## src/rtl/game_controller_if.sv

```systemverilog
// Signal bundle between game_controller and the button front-end / display logic.
// The controller side uses the slave modport; the front-end/display side uses master.
interface game_controller_if #(
    parameter int N_PLAYERS    = 2,
    parameter int SCORE_W      = 6,
    parameter int GAME_SECONDS = 30
);
    localparam int TIME_W = $clog2(GAME_SECONDS + 1);
    localparam int PID_W  = (N_PLAYERS > 1) ? $clog2(N_PLAYERS) : 1;

    logic                         start_game;
    logic                         pause;
    logic [N_PLAYERS-1:0]         player_scored;
    logic [2:0]                   state;
    logic                         game_active;
    logic                         sec_tick;
    logic [TIME_W-1:0]            time_left;
    logic [2:0]                   pre_left;
    logic [N_PLAYERS*SCORE_W-1:0] scores;
    logic [PID_W-1:0]             winner;
    logic                         tie;
    logic [SCORE_W-1:0]           high_score;

    modport master (
        output start_game, pause, player_scored,
        input  state, game_active, sec_tick, time_left, pre_left,
        input  scores, winner, tie, high_score
    );

    modport slave (
        input  start_game, pause, player_scored,
        output state, game_active, sec_tick, time_left, pre_left,
        output scores, winner, tie, high_score
    );
endinterface

```

## src/rtl/game_controller.sv

```systemverilog
// Game sequencer: optional countdown, pausable timed round, saturating per-player scores, winner/tie.
// Define HIGH_SCORE_EN to keep a best-score register across games (otherwise high_score is tied to 0).
module game_controller #(
    parameter int N_PLAYERS    = 2,
    parameter int SCORE_W      = 6,
    parameter int GAME_SECONDS = 30,
    parameter int PRE_SECONDS  = 3,
    parameter int TICK_DIV     = 100_000_000
) (
    input  logic             clkIn,
    input  logic             reset,
    game_controller_if.slave bus
);
    localparam int TIME_W  = $clog2(GAME_SECONDS + 1);
    localparam int PID_W   = (N_PLAYERS > 1) ? $clog2(N_PLAYERS) : 1;
    localparam int PRESC_W = (TICK_DIV > 1) ? $clog2(TICK_DIV) : 1;

    localparam logic [PRESC_W-1:0] PRESC_MAX = PRESC_W'(TICK_DIV - 1);
    localparam logic [TIME_W-1:0]  TIME_INIT = TIME_W'(GAME_SECONDS);
    localparam logic [2:0]         PRE_INIT  = 3'(PRE_SECONDS);
    localparam logic [SCORE_W-1:0] SCORE_MAX = '1;

    typedef enum logic [2:0] {
        S_IDLE      = 3'd0,
        S_COUNTDOWN = 3'd1,
        S_RUNNING   = 3'd2,
        S_PAUSED    = 3'd3,
        S_FINISH    = 3'd4
    } state_t;

    state_t                            state_q, state_d;
    logic [PRESC_W-1:0]                presc_q, presc_d;
    logic [TIME_W-1:0]                 time_q, time_d;
    logic [2:0]                        pre_q, pre_d;
    logic [N_PLAYERS-1:0][SCORE_W-1:0] scores_q, scores_d, scores_inc;
    logic [PID_W-1:0]                  winner_q, winner_d;
    logic                              tie_q, tie_d;
    logic                              game_active_q, sec_tick_q;

    logic                              tick;
    logic [SCORE_W-1:0]                max_c;
    logic [PID_W-1:0]                  win_c;
    logic                              tie_c;

    assign tick = ((state_q == S_COUNTDOWN) || (state_q == S_RUNNING)) && (presc_q == PRESC_MAX);

    always_comb begin
        scores_inc = scores_q;
        for (int unsigned i = 0; i < N_PLAYERS; i++) begin
            if (bus.player_scored[i] && (scores_q[i] != SCORE_MAX))
                scores_inc[i] = scores_q[i] + SCORE_W'(1);
        end
    end

    // Resolved from the incremented scores so pulses on the final-tick cycle are included.
    always_comb begin
        max_c = scores_inc[0];
        win_c = '0;
        tie_c = 1'b0;
        for (int unsigned i = 1; i < N_PLAYERS; i++) begin
            if (scores_inc[i] > max_c) begin
                max_c = scores_inc[i];
                win_c = PID_W'(i);
                tie_c = 1'b0;
            end else if (scores_inc[i] == max_c) begin
                tie_c = 1'b1;
            end
        end
    end

    always_comb begin
        state_d  = state_q;
        presc_d  = presc_q;
        time_d   = time_q;
        pre_d    = pre_q;
        scores_d = scores_q;
        winner_d = winner_q;
        tie_d    = tie_q;
        case (state_q)
            S_IDLE, S_FINISH: begin
                presc_d = '0;
                if (bus.start_game) begin
                    scores_d = '0;
                    time_d   = TIME_INIT;
                    winner_d = '0;
                    tie_d    = 1'b0;
                    if (PRE_SECONDS > 0) begin
                        state_d = S_COUNTDOWN;
                        pre_d   = PRE_INIT;
                    end else begin
                        state_d = S_RUNNING;
                    end
                end
            end
            S_COUNTDOWN: begin
                presc_d = tick ? '0 : presc_q + PRESC_W'(1);
                if (tick) begin
                    pre_d = pre_q - 3'd1;
                    if (pre_q == 3'd1)
                        state_d = S_RUNNING;
                end
            end
            S_RUNNING: begin
                presc_d  = tick ? '0 : presc_q + PRESC_W'(1);
                scores_d = scores_inc;
                // The final tick takes priority over a coincident pause.
                if (tick && (time_q == TIME_W'(1))) begin
                    time_d   = '0;
                    state_d  = S_FINISH;
                    winner_d = win_c;
                    tie_d    = tie_c;
                end else begin
                    if (tick)
                        time_d = time_q - TIME_W'(1);
                    if (bus.pause)
                        state_d = S_PAUSED;
                end
            end
            S_PAUSED: begin
                if (bus.pause)
                    state_d = S_RUNNING;
            end
            default: state_d = S_IDLE;
        endcase
    end

    always_ff @(posedge clkIn or posedge reset) begin
        if (reset) begin
            state_q       <= S_IDLE;
            presc_q       <= '0;
            time_q        <= TIME_INIT;
            pre_q         <= '0;
            scores_q      <= '0;
            winner_q      <= '0;
            tie_q         <= 1'b0;
            game_active_q <= 1'b0;
            sec_tick_q    <= 1'b0;
        end else begin
            state_q       <= state_d;
            presc_q       <= presc_d;
            time_q        <= time_d;
            pre_q         <= pre_d;
            scores_q      <= scores_d;
            winner_q      <= winner_d;
            tie_q         <= tie_d;
            game_active_q <= (state_d == S_RUNNING);
            sec_tick_q    <= tick;
        end
    end

`ifdef HIGH_SCORE_EN
    logic [SCORE_W-1:0] hs_q, hs_d;

    always_comb begin
        hs_d = hs_q;
        if ((state_q == S_RUNNING) && (state_d == S_FINISH) && (max_c > hs_q))
            hs_d = max_c;
    end

    always_ff @(posedge clkIn or posedge reset) begin
        if (reset)
            hs_q <= '0;
        else
            hs_q <= hs_d;
    end

    assign bus.high_score = hs_q;
`else
    assign bus.high_score = '0;
`endif

    assign bus.state       = state_q;
    assign bus.game_active = game_active_q;
    assign bus.sec_tick    = sec_tick_q;
    assign bus.time_left   = time_q;
    assign bus.pre_left    = pre_q;
    assign bus.scores      = scores_q;
    assign bus.winner      = winner_q;
    assign bus.tie         = tie_q;
endmodule

```

## src/flat_wrapper.sv

```systemverilog
// flat-port wrapper written by rule: the top's interface ports become plain ports
module game_controller_flat 
#(
    parameter int N_PLAYERS    = 2,
    parameter int SCORE_W      = 6,
    parameter int GAME_SECONDS = 30,
    parameter int PRE_SECONDS  = 3,
    parameter int TICK_DIV     = 100_000_000
)
  (clkIn, reset, bus_start_game, bus_pause, bus_player_scored, bus_state, bus_game_active, bus_sec_tick, bus_time_left, bus_pre_left, bus_scores, bus_winner, bus_tie, bus_high_score);
  game_controller_if #(.N_PLAYERS(N_PLAYERS), .SCORE_W(SCORE_W), .GAME_SECONDS(GAME_SECONDS)) bus_i ();
  input  logic clkIn;
  input  logic reset;
  input wire logic [$bits(bus_i.start_game)-1:0] bus_start_game;
  input wire logic [$bits(bus_i.pause)-1:0] bus_pause;
  input wire logic [$bits(bus_i.player_scored)-1:0] bus_player_scored;
  output wire logic [$bits(bus_i.state)-1:0] bus_state;
  output wire logic [$bits(bus_i.game_active)-1:0] bus_game_active;
  output wire logic [$bits(bus_i.sec_tick)-1:0] bus_sec_tick;
  output wire logic [$bits(bus_i.time_left)-1:0] bus_time_left;
  output wire logic [$bits(bus_i.pre_left)-1:0] bus_pre_left;
  output wire logic [$bits(bus_i.scores)-1:0] bus_scores;
  output wire logic [$bits(bus_i.winner)-1:0] bus_winner;
  output wire logic [$bits(bus_i.tie)-1:0] bus_tie;
  output wire logic [$bits(bus_i.high_score)-1:0] bus_high_score;
  assign bus_i.start_game = bus_start_game;
  assign bus_i.pause = bus_pause;
  assign bus_i.player_scored = bus_player_scored;
  assign bus_state = bus_i.state;
  assign bus_game_active = bus_i.game_active;
  assign bus_sec_tick = bus_i.sec_tick;
  assign bus_time_left = bus_i.time_left;
  assign bus_pre_left = bus_i.pre_left;
  assign bus_scores = bus_i.scores;
  assign bus_winner = bus_i.winner;
  assign bus_tie = bus_i.tie;
  assign bus_high_score = bus_i.high_score;
  game_controller #(.N_PLAYERS(N_PLAYERS), .SCORE_W(SCORE_W), .GAME_SECONDS(GAME_SECONDS), .PRE_SECONDS(PRE_SECONDS), .TICK_DIV(TICK_DIV)) u_core (.clkIn(clkIn), .reset(reset), .bus(bus_i));
endmodule
```

## config.mk

```make
export PLATFORM = sky130hd
export DESIGN_NAME = game_controller_flat
export DESIGN_NICKNAME = d
export VERILOG_FILES = /design/src/rtl/game_controller_if.sv /design/src/rtl/game_controller.sv /design/src/flat_wrapper.sv
export SDC_FILE = /design/constraint.sdc
export NUM_CORES = 1
export LEC_CHECK = 0
export BUFFER_PORTS_ARGS = -buffer_cell sky130_fd_sc_hd__buf_4
export CORE_ASPECT_RATIO = 0.5
export CORE_MARGIN = 1.5
export CORE_UTILIZATION = 40
export CTS_BUF_LIST = sky130_fd_sc_hd__clkbuf_2
export CTS_CLUSTER_DIAMETER = 80
export DETAILED_ROUTE_END_ITERATION = 10
export PLACE_DENSITY_LB_ADDON = 0.05
export SLEW_MARGIN = 20
export SYNTH_ARGS = -nofsm -noshare
export SYNTH_HDL_FRONTEND = slang
export SYNTH_SLANG_ARGS = --single-unit
```

## constraint.sdc

```tcl
create_clock -name clkIn -period 2.67 [get_ports clkIn]
set_input_delay 0.1335 -clock clkIn [delete_from_list [all_inputs] [get_ports clkIn]]
set_output_delay 0.1335 -clock clkIn [all_outputs]
set_load 0.005 [all_outputs]
```

==> run_results.csv, run 1 <==
group,metric,value,unit
power_and_ir_drop,irDropWorstVdd,0.303,mV
route,vias_per_cell,5.56,
synthesis,avgSynthCellArea,9.13,um^2
synthesis,netlist_top_cells_area,"dfrtp_1 36%, ha_1 4.7%, nand2_1 4.5%",
clocking,cts.clk_slew.worst_paths,0.30,ns
clocking,clkSinkCount,54,
floorplanning,io_pins,39,
power_and_ir_drop,switching_power,547,uW
route,routedWlPerCell,15.4,um
power_and_ir_drop,p_per_area,424,mW/mm^2
timing,setup-tns-final,0,ns
layout,post-route-cell-area,0.00389,mm^2
synthesis,ys.flop_type,"dfrtp_1",
grt,track_usage,18.7,%
route,drtIter0Drc,127,
floorplanning,die_x,134,um
layout,post-route-util,47.6,%
route,drc_errors,0,
placed_design,place.gp.congestion,0.790,
grt,grt_max_degree,55,
worst_setup_path,r2r_start,"u_core.bus.scores[7]$_DFFE_PP0P_",
timing,fmax,398,MHz
floorplanning,coreArea,0.00817,mm^2
floorplanning,die_area,0.00920,mm^2
worst_setup_path,cp.arrival,2.97,ns
clocking,ctsRootBufferMaster,"clkbuf_2",
timing,period_needed,2.51,ns
worst_setup_path,required,3.12,ns
synthesis,async_reset_ff_share,100,%
worst_setup_path,rr_endpoint,"u_core.bus.winner$_DFFE_PP0P_",
floorplanning,initial_utilization,42.1,%
layout,nets,433,
grt,antenna_found_initial,1,
timing,worst_pin_slew,0.728,ns
worst_setup_path,crit_path_start_kind,"register",
route,drtPass1Iterations,4,
worst_setup_path,crit_path_end_kind,"register",
floorplanning,die_y,68.6,um
clocking,cts_setup_buffers,0,
power_and_ir_drop,p_int,1.10,mW
worst_setup_path,worstRegToRegCells,12,
timing,hold_viol,0,
timing,fin_skew,0.0253,ns
synthesis,ys_warn_count,0,
placed_design,placed_area,0.00378,mm^2
route,vias,2936,
placed_design,port_buffers,32,
timing,slew_violations,0,
power_and_ir_drop,p_sw_share,33.2,%
job,max_cap_viol_count,0,
synthesis,synth-seq-area-share,39.4,%
power_and_ir_drop,clockPowerShare,21.1,%
timing,min_period_over_period,94.1,%
clocking,ctsHtreeMaxLevel,2,
placed_design,hpwl,5.69,mm
route,drt-total-wl,8.13,mm
grt,overflow,0,
worst_setup_path,crit_end,"u_core.bus.winner$_DFFE_PP0P_",
route,detail-route-antenna-nets,0,
power_and_ir_drop,p_leak,1.87,nW
clocking,cts_buffers,5,
layout,drive_gt1_share,17.1,%
floorplanning,num_rows,23,
synthesis,ys_types,64,
power_and_ir_drop,pwr-share-seq,58.6,%
synthesis,yosysMostFrequentCell,"dfrtp_1",
timing,setup_viol,0,
power_and_ir_drop,power_frac_comb,20.3,%
clocking,clk_latency,0.49,ns
grt,grt_pass1_vias,2790,
worst_setup_path,r2r_slack,0.16,ns
synthesis,synth_cells,377,
worst_setup_path,crit_path_start,"u_core.bus.scores[7]$_DFFE_PP0P_",
grt,grt_first_pass_wirelength,13.6,mm
synthesis,yosysTopAreaCellShare,36.4,%
clocking,cts_tree,"done",
synthesis,yosys.area.top_type,"dfrtp_1",
clocking,cts_buffer_depth,2,
min_path,hold_path_class,"in2async",
worst_setup_path,crit_type,"reg2reg",
timing,slew_headroom,51.5,%
layout,areaGrowthSynthToFinish,13.0,%
synthesis,ys_top_cells_by_count,"50 x dfrtp_1, 41 x nand2_1, 25 x nor2_1",
synthesis,synth_enable_flop_cells,0,
worst_setup_path,cp_max_fo,8,
synthesis,synth_area,0.00344,mm^2
outcome,outcome,"finished, final reports clean",
synthesis,ys_seq_elements,54,
==> area by class of cell <==
type	count	area, um^2
Timing Repair Buffer	47	365
Sequential cell	54	1360
Clock buffer	6	30.0
Tap cell	112	140
Inverter	13	48.8
Multi-Input combinational cell	293	1940
Fill cell	805	4280
Clock inverter	2	8.76
Antenna cell	1	2.50
==> worst min-delay path by stage <==
stage	from	end
final	reset	u_core.presc_q[15]$_DFFE_PP0P_
after global routing	bus_pause	u_core.bus.game_active$_DFF_PP0_
after CTS	bus_pause	u_core.bus.game_active$_DFF_PP0_
after detailed placement	bus_pause	u_core.bus.game_active$_DFF_PP0_
after global placement	bus_pause	u_core.bus.game_active$_DFF_PP0_
after floorplan	bus_pause	u_core.bus.game_active$_DFF_PP0_
==> layout by cell type (no fill, tap or decap), types with 14 or more instances in the layout <==
| cell type | Yosys | routed |
|---|---|---|
| dfrtp_1 | 50 | 50 |
| buf_4 | 7 | 42 |
| a21o_1 | 16 | 16 |
| a21oi_1 | 17 | 17 |
| nor2_1 | 25 | 25 |
| nand4_1 | 14 | 14 |
| nand3_1 | 21 | 21 |
| nand2_1 | 41 | 41 |
| a31oi_1 | 16 | 16 |
==> kinds of logic (layout without fill, tap and decap cells) <==
logic type,count (synthesis),in the layout,share of synthesized area [%]
AND/OR/NAND/NOR,156,156,25.7
other,1,7,0.109
buffers and inverters,35,68,5.45
adder cells (fa/ha/maj),13,13,4.73
multiplexers,7,7,2.07
flip-flops,54,54,39.4
AO/OA/AOI/OAI,98,98,19.2
XOR/XNOR,13,13,3.31
==> worst max-delay path, cell delays in order (launching register included) <==
cell	delay [ns]
dfrtp_1	0.48
ha_1	0.21
and3_1	0.25
a31oi_4	0.21
buf_4	0.18
nand4_1	0.15
xnor2_2	0.18
ha_1	0.31
nand2_1	0.07
nor2_1	0.06
nor3_1	0.17
o221ai_1	0.14
nand2_1	0.08
==> sequential cells by signal, indices dropped and copies added (netlist names) <==
register	cells
u_core.presc_q	27
u_core.bus.tie	1
u_core.bus.scores	12
u_core.bus.winner	1
u_core.bus.sec_tick	1
u_core.bus.time_left	5
u_core.bus.state	3
u_core.bus.game_active	1
u_core.bus.pre_left	3
==> power groups by stage <==
stage               clock (mW)  combinational, mW  sequential, mW
finish                   0.348              0.335           0.965
detailed placement           0              0.331           0.979
global placement             0              0.321           0.975
global route             0.391              0.377           0.981
floorplan                    0              0.264           0.951
CTS                      0.367              0.339           0.965
==> metrics by stage <==
| step | cells | power [mW] | setup WS, ns | hold slack, ns |
|---|---|---|---|---|
| after floorplan | 382 | 1.22 | 0.0206 | 0.252 |
| after global placement | 514 | 1.30 | 0.205 | 0.367 |
| after global routing | 528 | 1.75 | -0.0182 | 0.359 |
| after CTS | 527 | 1.67 | 0.110 | 0.342 |
| final | 528 | 1.65 | 0.157 | 0.358 |
| after detailed placement | 514 | 1.31 | 0.135 | 0.368 |
==> routing by layer <==
metal	global-route usage (%)	part of all wire, %	wire length (um)
met2	33.0	47	3810
met4	4.84	1.1	89
met3	3.95	3.8	308
met5	0	0	0
met1	24.0	48	3920
==> what timing repair did <==
item	CTS	global route
hold buffers	5	0
setup endpoints to repair	0	1
hold endpoints to repair	55	0
gates resized for setup	0	4
(Power assumes the default switching activity.)
==> run 2, diff against run 1 <==
Settings changed: CTS_CLUSTER_SIZE set to 10, SLEW_MARGIN 20 to 10.
Clock period 2.67 ns to 3.1 ns, I/O delays scaled along.
==> run_results.csv, run 2 (synthesis gave the netlist of run 1 again) <==
group,metric,value,unit
outcome,outcome,"finished, final reports clean",
power_and_ir_drop,power,1.50,mW
layout,nets,430,
timing,setup_viol,0,
route,routedWlPerCell,15.9,um
timing,period_needed,2.76,ns
worst_setup_path,required,3.54,ns
layout,drive_gt1_share,16.5,%
floorplanning,coreArea,0.00817,mm^2
timing,worst_pin_slew,0.729,ns
clocking,ctsRootBufferMaster,"clkbuf_2",
placed_design,place_ws,0.388,ns
timing,min_period_over_period,89.1,%
placed_design,port_buffers,32,
placed_design,place.gp.congestion,0.810,
clocking,clk_latency,0.50,ns
worst_setup_path,crit_path_end_kind,"register",
route,vias_per_cell,5.65,
route,vias,2968,
layout,stdcell_count,525,
layout,post-route-util,47.4,%
floorplanning,initial_utilization,42.1,%
power_and_ir_drop,irDropWorstVdd,0.227,mV
worst_setup_path,cp_max_fo,6,
timing,slew_violations,0,
route,drtPass1Iterations,4,
worst_setup_path,slowest_stage,"o21ai_0",
route,drt-met1-wl,3.98,mm
worst_setup_path,cp.arrival,3.20,ns
clocking,cts_buffer_depth,2,
floorplanning,die_area,0.00920,mm^2
worst_setup_path,crit_type,"reg2reg",
route,met3_length,335,um
timing,fin_skew,0.0335,ns
grt,grt_max_degree,33,
clocking,cts_buffers,5,
route,drt-total-wl,8.34,mm
timing,rsz0062_at_grt,"false",
worst_setup_path,r2r_slack,0.34,ns
power_and_ir_drop,p_leak,1.86,nW
route,top_layer,"met4",
grt,grt_pass1_vias,2824,
worst_setup_path,worstRegToRegCells,10,
power_and_ir_drop,p_per_area,387,mW/mm^2
clocking,clkSinkCount,54,
timing,setup-tns-final,0,ns
layout,final_cell_mix,"50 x dfrtp_1, 41 x nand2_1, 39 x buf_4",
timing,slew_headroom,51.3,%
layout,largest_reg_flops,27,
route,detail-route-antenna-nets,0,
floorplanning,num_rows,23,
floorplanning,die_y,68.6,um
worst_setup_path,crit_path_start_kind,"register",
grt,overflow,0,
layout,final_common_cell,"dfrtp_1",
min_path,hold_path_class,"in2async",
worst_setup_path,crit_path_cell_trace,"ha_1 > nand3_1 > o21ai_0 > mux2i_1 > ha_1 > nor2b_1 > o21a_1 > o21a_1 > o221ai_1 > nand2_1",
route,wl_met2,3.93,mm
clocking,cts_tree,"done",
worst_setup_path,slowest_delay,0.54,ns
timing,fmax,362,MHz
route,drtIter0Drc,148,
timing,hold_viol,0,
route,drc_errors,0,
layout,areaGrowthSynthToFinish,12.5,%
grt,grt_first_pass_wirelength,14.0,mm
timing,setup_ws,0.337,ns
job,max_cap_viol_count,0,
layout,top_register,"u_core.presc_q",
floorplanning,die_x,134,um
clocking,ctsHtreeMaxLevel,2,
grt,track_usage,19.5,%
clocking,cts.clk_slew.worst_paths,0.31,ns
placed_design,hpwl,5.93,mm
clocking,cts_resized,0,
placed_design,place_inst,511,
floorplanning,io_pins,39,
grt,antenna_found_initial,1,
-- run 2: routing by layer --
layer | vias up | GRT usage, %
li1 | 1441 | -
met1 | 1460 | 25.0
met2 | 56 | 33.8
met3 | 11 | 4.24
met4 | 0 | 5.91
met5 | - | 0
-- run 2: area by class of cell --
cell class / instances / area [um^2]
antenna: 1 / 2.50
clock buffer: 5 / 25.0
clock inverter: 3 / 40.0
fill: 785 / 4300
inverter: 13 / 48.8
multi-input combinational: 293 / 1920
sequential: 54 / 1360
tap: 112 / 140
timing repair buffer: 44 / 343
-- run 2: path summary, 6_finish.rpt --
path	from	endpoint
min in group clkIn	bus_pause	u_core.bus.game_active$_DFF_PP0_
min reg2reg	u_core.bus.time_left[3]$_DFFE_PP1P_	u_core.bus.time_left[3]$_DFFE_PP1P_
max reg2reg	u_core.bus.scores[0]$_DFFE_PP0P_	u_core.bus.winner$_DFFE_PP0P_
max	u_core.bus.scores[0]$_DFFE_PP0P_	u_core.bus.winner$_DFFE_PP0P_
min	reset	u_core.presc_q[24]$_DFFE_PP0P_
max in group asynchronous	reset	u_core.bus.time_left[2]$_DFFE_PP1P_
-- run 2: power breakdown --
part           switching (mW)  internal [mW]
Clock                   0.246          0.133
Sequential             0.0719          0.760
Combinational           0.157          0.130
Total                   0.475           1.02
-- run 2: critical path, delay by kind of cell, from the launching register on --
| kind | cells | cell delay (ns) |
|---|---|---|
| compound gates | 4 | 1.02 |
| flops | 1 | 0.52 |
| fa+ha+maj | 2 | 0.48 |
| simple gates | 3 | 0.36 |
| mux | 1 | 0.31 |
-- run 2: what timing repair did --
item                      in CTS  in global routing
setup buffers                  0                  0
hold buffers                   5                  0
hold endpoints to repair      32                  0
-- run 2: through the flow --
step           hold WS, ns  area, um^2
2_1_floorplan        0.274        3460
3_3_place_gp         0.329        3750
3_5_place_dp         0.336        3750
4_1_cts              0.297        3870
5_1_grt              0.304        3870
6_report             0.283        3870
